## src/rtl/mem_wb_stage.sv

```systemverilog
// MEM/WB pipeline register and writeback datapath for the 5-stage RV32I core.
// Captures the memory stage results, formats load data by funct3, selects the
// register-file write value, issues the registered PC redirect, and counts
// retired instructions. Every output is derived from WB-side registers only.

module mem_wb_stage #(
    parameter int XLEN  = 32,
    parameter int CNT_W = 32
) (
    input  logic             clk,
    input  logic             rst,
    input  logic             valid_mem,
    input  logic             stall,
    input  logic             flush,
    input  logic [XLEN-1:0]  mem_data_out,
    input  logic [XLEN-1:0]  alu_result_mem,
    input  logic [XLEN-1:0]  pc_plus_4_mem,
    input  logic [XLEN-1:0]  target_pc,
    input  logic [3:0]       control_word_mem,
    input  logic [4:0]       rd_mem,
    input  logic [2:0]       funct3_mem,
    output logic             rf_we,
    output logic [4:0]       rf_waddr,
    output logic [XLEN-1:0]  rf_wdata,
    output logic             pc_redirect,
    output logic [XLEN-1:0]  redirect_pc,
    output logic             valid_wb,
    output logic [CNT_W-1:0] retired_cnt
);

    // Writeback source encodings carried in control_word_mem[2:1].
    localparam logic [1:0] WB_SRC_ALU  = 2'b00;
    localparam logic [1:0] WB_SRC_LOAD = 2'b01;
    localparam logic [1:0] WB_SRC_LINK = 2'b10;

    // Load size/sign encodings from funct3.
    localparam logic [2:0] F3_LB  = 3'b000;
    localparam logic [2:0] F3_LH  = 3'b001;
    localparam logic [2:0] F3_LW  = 3'b010;
    localparam logic [2:0] F3_LBU = 3'b100;
    localparam logic [2:0] F3_LHU = 3'b101;

    // WB-side state.
    logic             valid_r;
    logic             rf_wb_r;
    logic [1:0]       wb_src_r;
    logic             pc_src_r;
    logic [4:0]       rd_r;
    logic [2:0]       funct3_r;
    logic [XLEN-1:0]  mem_data_r;
    logic [XLEN-1:0]  alu_result_r;
    logic [XLEN-1:0]  pc_plus_4_r;
    logic [XLEN-1:0]  target_r;
    logic [CNT_W-1:0] retired_cnt_r;

    // Data registers load on a normal advance and also on flush; their
    // contents behind a bubble are never observed through the gated outputs.
    logic capture;
    assign capture = flush | ~stall;

    // Combinational load formatting and writeback select.
    logic [7:0]       load_byte;
    logic [15:0]      load_half;
    logic [XLEN-1:0]  load_fmt;
    logic [XLEN-1:0]  wdata_sel;

    // Valid bit: flush beats stall, stall holds, otherwise follow MEM.
    always_ff @(posedge clk or posedge rst) begin
        if (rst) begin
            valid_r <= 1'b0;
        end else if (flush) begin
            valid_r <= 1'b0;
        end else if (!stall) begin
            valid_r <= valid_mem;
        end
    end

    // Control fields of the WB register.
    always_ff @(posedge clk or posedge rst) begin
        if (rst) begin
            rf_wb_r  <= 1'b0;
            wb_src_r <= 2'b00;
            pc_src_r <= 1'b0;
            rd_r     <= 5'd0;
            funct3_r <= 3'b000;
        end else if (capture) begin
            rf_wb_r  <= control_word_mem[3];
            wb_src_r <= control_word_mem[2:1];
            pc_src_r <= control_word_mem[0];
            rd_r     <= rd_mem;
            funct3_r <= funct3_mem;
        end
    end

    // Datapath fields of the WB register.
    always_ff @(posedge clk or posedge rst) begin
        if (rst) begin
            mem_data_r   <= '0;
            alu_result_r <= '0;
            pc_plus_4_r  <= '0;
            target_r     <= '0;
        end else if (capture) begin
            mem_data_r   <= mem_data_out;
            alu_result_r <= alu_result_mem;
            pc_plus_4_r  <= pc_plus_4_mem;
            target_r     <= target_pc;
        end
    end

    // Retired counter: counts the WB instruction on the edge it leaves WB,
    // so a stalled instruction is counted once; wraps naturally.
    always_ff @(posedge clk or posedge rst) begin
        if (rst) begin
            retired_cnt_r <= '0;
        end else if (valid_r && !stall) begin
            retired_cnt_r <= retired_cnt_r + 1'b1;
        end
    end

    // Pick the addressed byte and halfword out of the raw memory word.
    always_comb begin
        load_byte = 8'h00;
        load_half = 16'h0000;
        case (alu_result_r[1:0])
            2'b00:   load_byte = mem_data_r[7:0];
            2'b01:   load_byte = mem_data_r[15:8];
            2'b10:   load_byte = mem_data_r[23:16];
            default: load_byte = mem_data_r[31:24];
        endcase
        if (alu_result_r[1]) begin
            load_half = mem_data_r[31:16];
        end else begin
            load_half = mem_data_r[15:0];
        end
    end

    // Extend the selected byte/half by funct3; unknown codes read the word.
    always_comb begin
        load_fmt = mem_data_r;
        case (funct3_r)
            F3_LB:   load_fmt = {{(XLEN-8){load_byte[7]}}, load_byte};
            F3_LBU:  load_fmt = {{(XLEN-8){1'b0}}, load_byte};
            F3_LH:   load_fmt = {{(XLEN-16){load_half[15]}}, load_half};
            F3_LHU:  load_fmt = {{(XLEN-16){1'b0}}, load_half};
            F3_LW:   load_fmt = mem_data_r;
            default: load_fmt = mem_data_r;
        endcase
    end

    // Writeback value select; the reserved encoding falls back to the ALU.
    always_comb begin
        wdata_sel = alu_result_r;
        case (wb_src_r)
            WB_SRC_ALU:  wdata_sel = alu_result_r;
            WB_SRC_LOAD: wdata_sel = load_fmt;
            WB_SRC_LINK: wdata_sel = pc_plus_4_r;
            default:     wdata_sel = alu_result_r;
        endcase
    end

    // Gated outputs; x0 suppression applies to the write port only.
    assign rf_we       = valid_r & rf_wb_r & (rd_r != 5'd0);
    assign rf_waddr    = rd_r;
    assign rf_wdata    = wdata_sel;
    assign pc_redirect = valid_r & pc_src_r;
    assign redirect_pc = target_r;
    assign valid_wb    = valid_r;
    assign retired_cnt = retired_cnt_r;

endmodule

```

## config.mk

```make
export PLATFORM = sky130hd
export DESIGN_NAME = mem_wb_stage
export DESIGN_NICKNAME = d
export VERILOG_FILES = /design/src/rtl/mem_wb_stage.sv
export SDC_FILE = /design/constraint.sdc
export NUM_CORES = 1
export LEC_CHECK = 0
export BUFFER_PORTS_ARGS = -buffer_cell sky130_fd_sc_hd__buf_4
export CAP_MARGIN = 20
export CORE_ASPECT_RATIO = 1.75
export CORE_MARGIN = 2
export CORE_UTILIZATION = 43
export DETAILED_ROUTE_END_ITERATION = 8
export HOLD_SLACK_MARGIN = 0.15
export PLACE_DENSITY = 0.71
export SETUP_SLACK_MARGIN = 0.05
export SLEW_MARGIN = 20
export SYNTH_ARGS = -nofsm -noshare
export SYNTH_HDL_FRONTEND = slang
export SYNTH_SLANG_ARGS = --single-unit
```

## constraint.sdc

```tcl
create_clock -name clk -period 5.8 [get_ports clk]
set_input_delay 1.16 -clock clk [delete_from_list [all_inputs] [get_ports clk]]
set_output_delay 1.16 -clock clk [all_outputs]
set_load 0.02 [all_outputs]
```

==> run_results.csv <==
group,metric,value,unit
cells_and_area,syn_to_final_growth,31.4,%
route,postRouteAntennaNets,0,
floorplanning,rows,67,
grt,use_met1,0.260,
sta,fmax,243,MHz
cells_and_area,final_common_cell,"buf_4",
synth,synth-warning-count,0,
critical_path,reg2reg_from,"retired_cnt[0]$_DFFE_PP0P_",
critical_path,cp_cell_sequence,"mux2i_1 -> mux2i_2 -> o211ai_1 -> a21oi_1 -> buf_4",
critical_path,r2r_cells,5,
route,wl_per_cell,19.1,µm
route,wl,22600,µm
grt,grt_usage,0.227,
route,via_per_inst,5.30,
critical_path,critical_path.top_delay_family,"multiplexers",
synth,ys_seq_area_frac,0.526,
outcome,status,"finished, final reports clean",
route,vias,6279,
placement,hpwl,15900,µm
critical_path,crit_path_start_kind,"register",
critical_path,cp-end-kind,"primary output",
critical_path,max_stage_delay,910,ps
sta,fin_skew,8.14,ps
sta,tightest_slew,1070,ps
worst_hold_path,min_to,"retired_cnt[31]$_DFFE_PP0P_",
clock_tree,insertion_delay,420,ps
worst_hold_path,min_path_type,"register to register",
critical_path,path_buf_inv,1,
sta,period_needed,4110,ps
placement,place_inst,1153,
floorplanning,start_util,0.435,
synth,ys_ff_latch,173,
synth,syn-num-nets,857,
critical_path,timing.rr.end,"retired_cnt[12]$_DFFE_PP0P_",
synth,synth_edf_count,0,
grt,grt_pass1_wl,35200,µm
sta,setup_ws,1690,ps
placement,place_ws,2050,ps
floorplanning,coreArea,18900,µm²
sta,max_slew_margin,0.286,
clock_tree,clkSlewWorstSetupHoldPaths,70,ps
route,dr.first_iter.drc_count,315,
flow_run,max_cap_violations,0,
sta,finalHoldViolCount,0,
critical_path,rrSetupSlack,3980,ps
clock_tree,clkSinkCount,173,
sta,finalCritPeriodShare,0.709,
cells_and_area,n_fill_cell,1680,
synth,ys_types,46,
power,irDropWorstVdd,0.218,mV
critical_path,critPathArrivalTime,2950,ps
placement,gp_congestion,0.787,
floorplanning,die_w,109,µm
grt,grt_pass1_vias,6414,
synth,synthFlopType,"dfrtp_1",
cells_and_area,fin_cells,1185,
grt,use_met3,0.0439,
power,finalPower,3.22,mW
cells_and_area,mostFrequentLayoutCells,"buf_4, dfrtp_1, mux2_2",
cells_and_area,nets,1079,
synth,avgSynthCellArea,11.6,µm²
synth,async_flop_share,1.00,
clock_tree,cts_hold_buffers,0,
route,first_pass_iters,5,
clock_tree,cts_resized,0,
sta,setup_tns,0,ps
clock_tree,cts_max_level,4,
critical_path,critPathMaxFanout,27,
floorplanning,io_pins,249,
grt,top_usage_layer,"met2",
floorplanning,fp.dieH,187,µm
power,p_per_area,298,nW/µm²
clock_tree,cts_post_setup_buffers_inserted,0,
clock_tree,clockBufferDepth,2,
sta,rsz0062_at_grt,"false",
sta,slew_viol_final,0,
cells_and_area,postLayoutCellArea,10800,µm²
critical_path,cp_slowest_cell,"dfrtp_1",
worst_hold_path,min_from,"retired_cnt[31]$_DFFE_PP0P_",
grt,grt_start_max_net_pins,174,
sta,setup_viol,0,
critical_path,cp.depth,5,
route,drcViolationCount,0,
clock_tree,cts_tree,"built",
grt,grt_overflow,0,
synth,synth_cells,709,
grt,grtUsageMet2,0.408,
clock_tree,cts_buffers,17,
placement,port-buffer-count,248,
cells_and_area,layout-drive-gt1-share,0.462,
synth,synth_area,8240,µm²
placement,place_area,10200,µm²
clock_tree,root_buffer,"clkbuf_16",
critical_path,required,4640,ps
worst_hold_path,hold_depth,1,
grt,grt_antenna_before_repair,1,
power,power_leakage,5.00,nW
critical_path,path_class,"register to primary output",
floorplanning,die_area,20300,µm²
## cell usage after synthesis (12+ instances only)
master / count / area, µm²
o21ai_0: 35 / 175
mux2_2: 135 / 1520
xor2_1: 19 / 166
nand2_1: 67 / 251
buf_2: 24 / 120
dfrtp_1: 173 / 4330
a21oi_1: 48 / 240
nor2b_1: 19 / 119
nor2_1: 14 / 52.6
inv_1: 17 / 63.8
o211ai_1: 24 / 180
clkbuf_1: 20 / 75.1
xnor2_1: 12 / 105
## through the flow
stage,util,hold slack [ps]
after global placement,0.540,457
after floorplan,-,473
final,0.571,481
after detailed placement,0.540,462
after global routing,0.571,488
after CTS,0.571,476
## cell type report
type | instances | area (µm²) | share of cell area
Tap cell | 241 | 302 | 0.0279
Multi-Input combinational cell | 469 | 3620 | 0.334
Inverter | 18 | 71.3 | 0.00659
Clock buffer | 22 | 474 | 0.0438
Antenna cell | 1 | 2.50 | 0.000231
Sequential cell | 173 | 4330 | 0.400
Timing Repair Buffer | 252 | 1920 | 0.177
Clock inverter | 9 | 113 | 0.0104
## power by group
group	switching (mW)	total, mW	internal (mW)
logic	0.359	0.680	0.322
registers	0.0865	1.39	1.30
clock network	0.486	1.15	0.668
total	0.932	3.22	2.29
## layer usage
| layer | up-vias | part of all wire |
|---|---|---|
| met5 | - | 0 |
| li1 | 2941 | - |
| met3 | 25 | 0.048 |
| met4 | 0 | 0.023 |
| met2 | 192 | 0.56 |
| met1 | 3121 | 0.37 |
## registers in the layout (all words and copies together) (netlist names)
| register | cells |
|---|---|
| rf_waddr | 5 |
| valid_wb | 1 |
| wb_src_r | 2 |
| retired_cnt | 32 |
| mem_data_r | 32 |
| pc_src_r | 1 |
| funct3_r | 3 |
| pc_plus_4_r | 32 |
| alu_result_r | 32 |
| rf_wb_r | 1 |
| redirect_pc | 32 |
## how the worst max path moves through the flow
stage	slack [ps]	end	startpoint
2_1_floorplan	2430	alu_result_r[0]$_DFFE_PP0P_	rst
3_3_place_gp	2120	rf_wdata[15]	wb_src_r[1]$_DFFE_PP0P_
3_5_place_dp	2050	rf_wdata[15]	wb_src_r[1]$_DFFE_PP0P_
4_1_cts	1530	rf_wdata[15]	wb_src_r[1]$_DFFE_PP0P_
5_1_grt	1490	rf_wdata[25]	alu_result_r[1]$_DFFE_PP0P_
6_report	1690	rf_wdata[30]	alu_result_r[1]$_DFFE_PP0P_
## cells by family after synthesis
family,share of synthesized area
buffers and inverters,0.0369
AND/OR/NAND/NOR,0.107
multiplexers,0.195
adder cells (fa/ha/maj),0.00456
XOR/XNOR,0.0330
flip-flops,0.526
AO/OA/AOI/OAI,0.0977
## worst register-to-register path: stages, from the launching register on
cell,delay [ps]
dfrtp_1,510
ha_1,310
nand2_1,80
nor3_1,410
and4_1,280
xor2_1,160
Power figures use the tool's default switching activity.
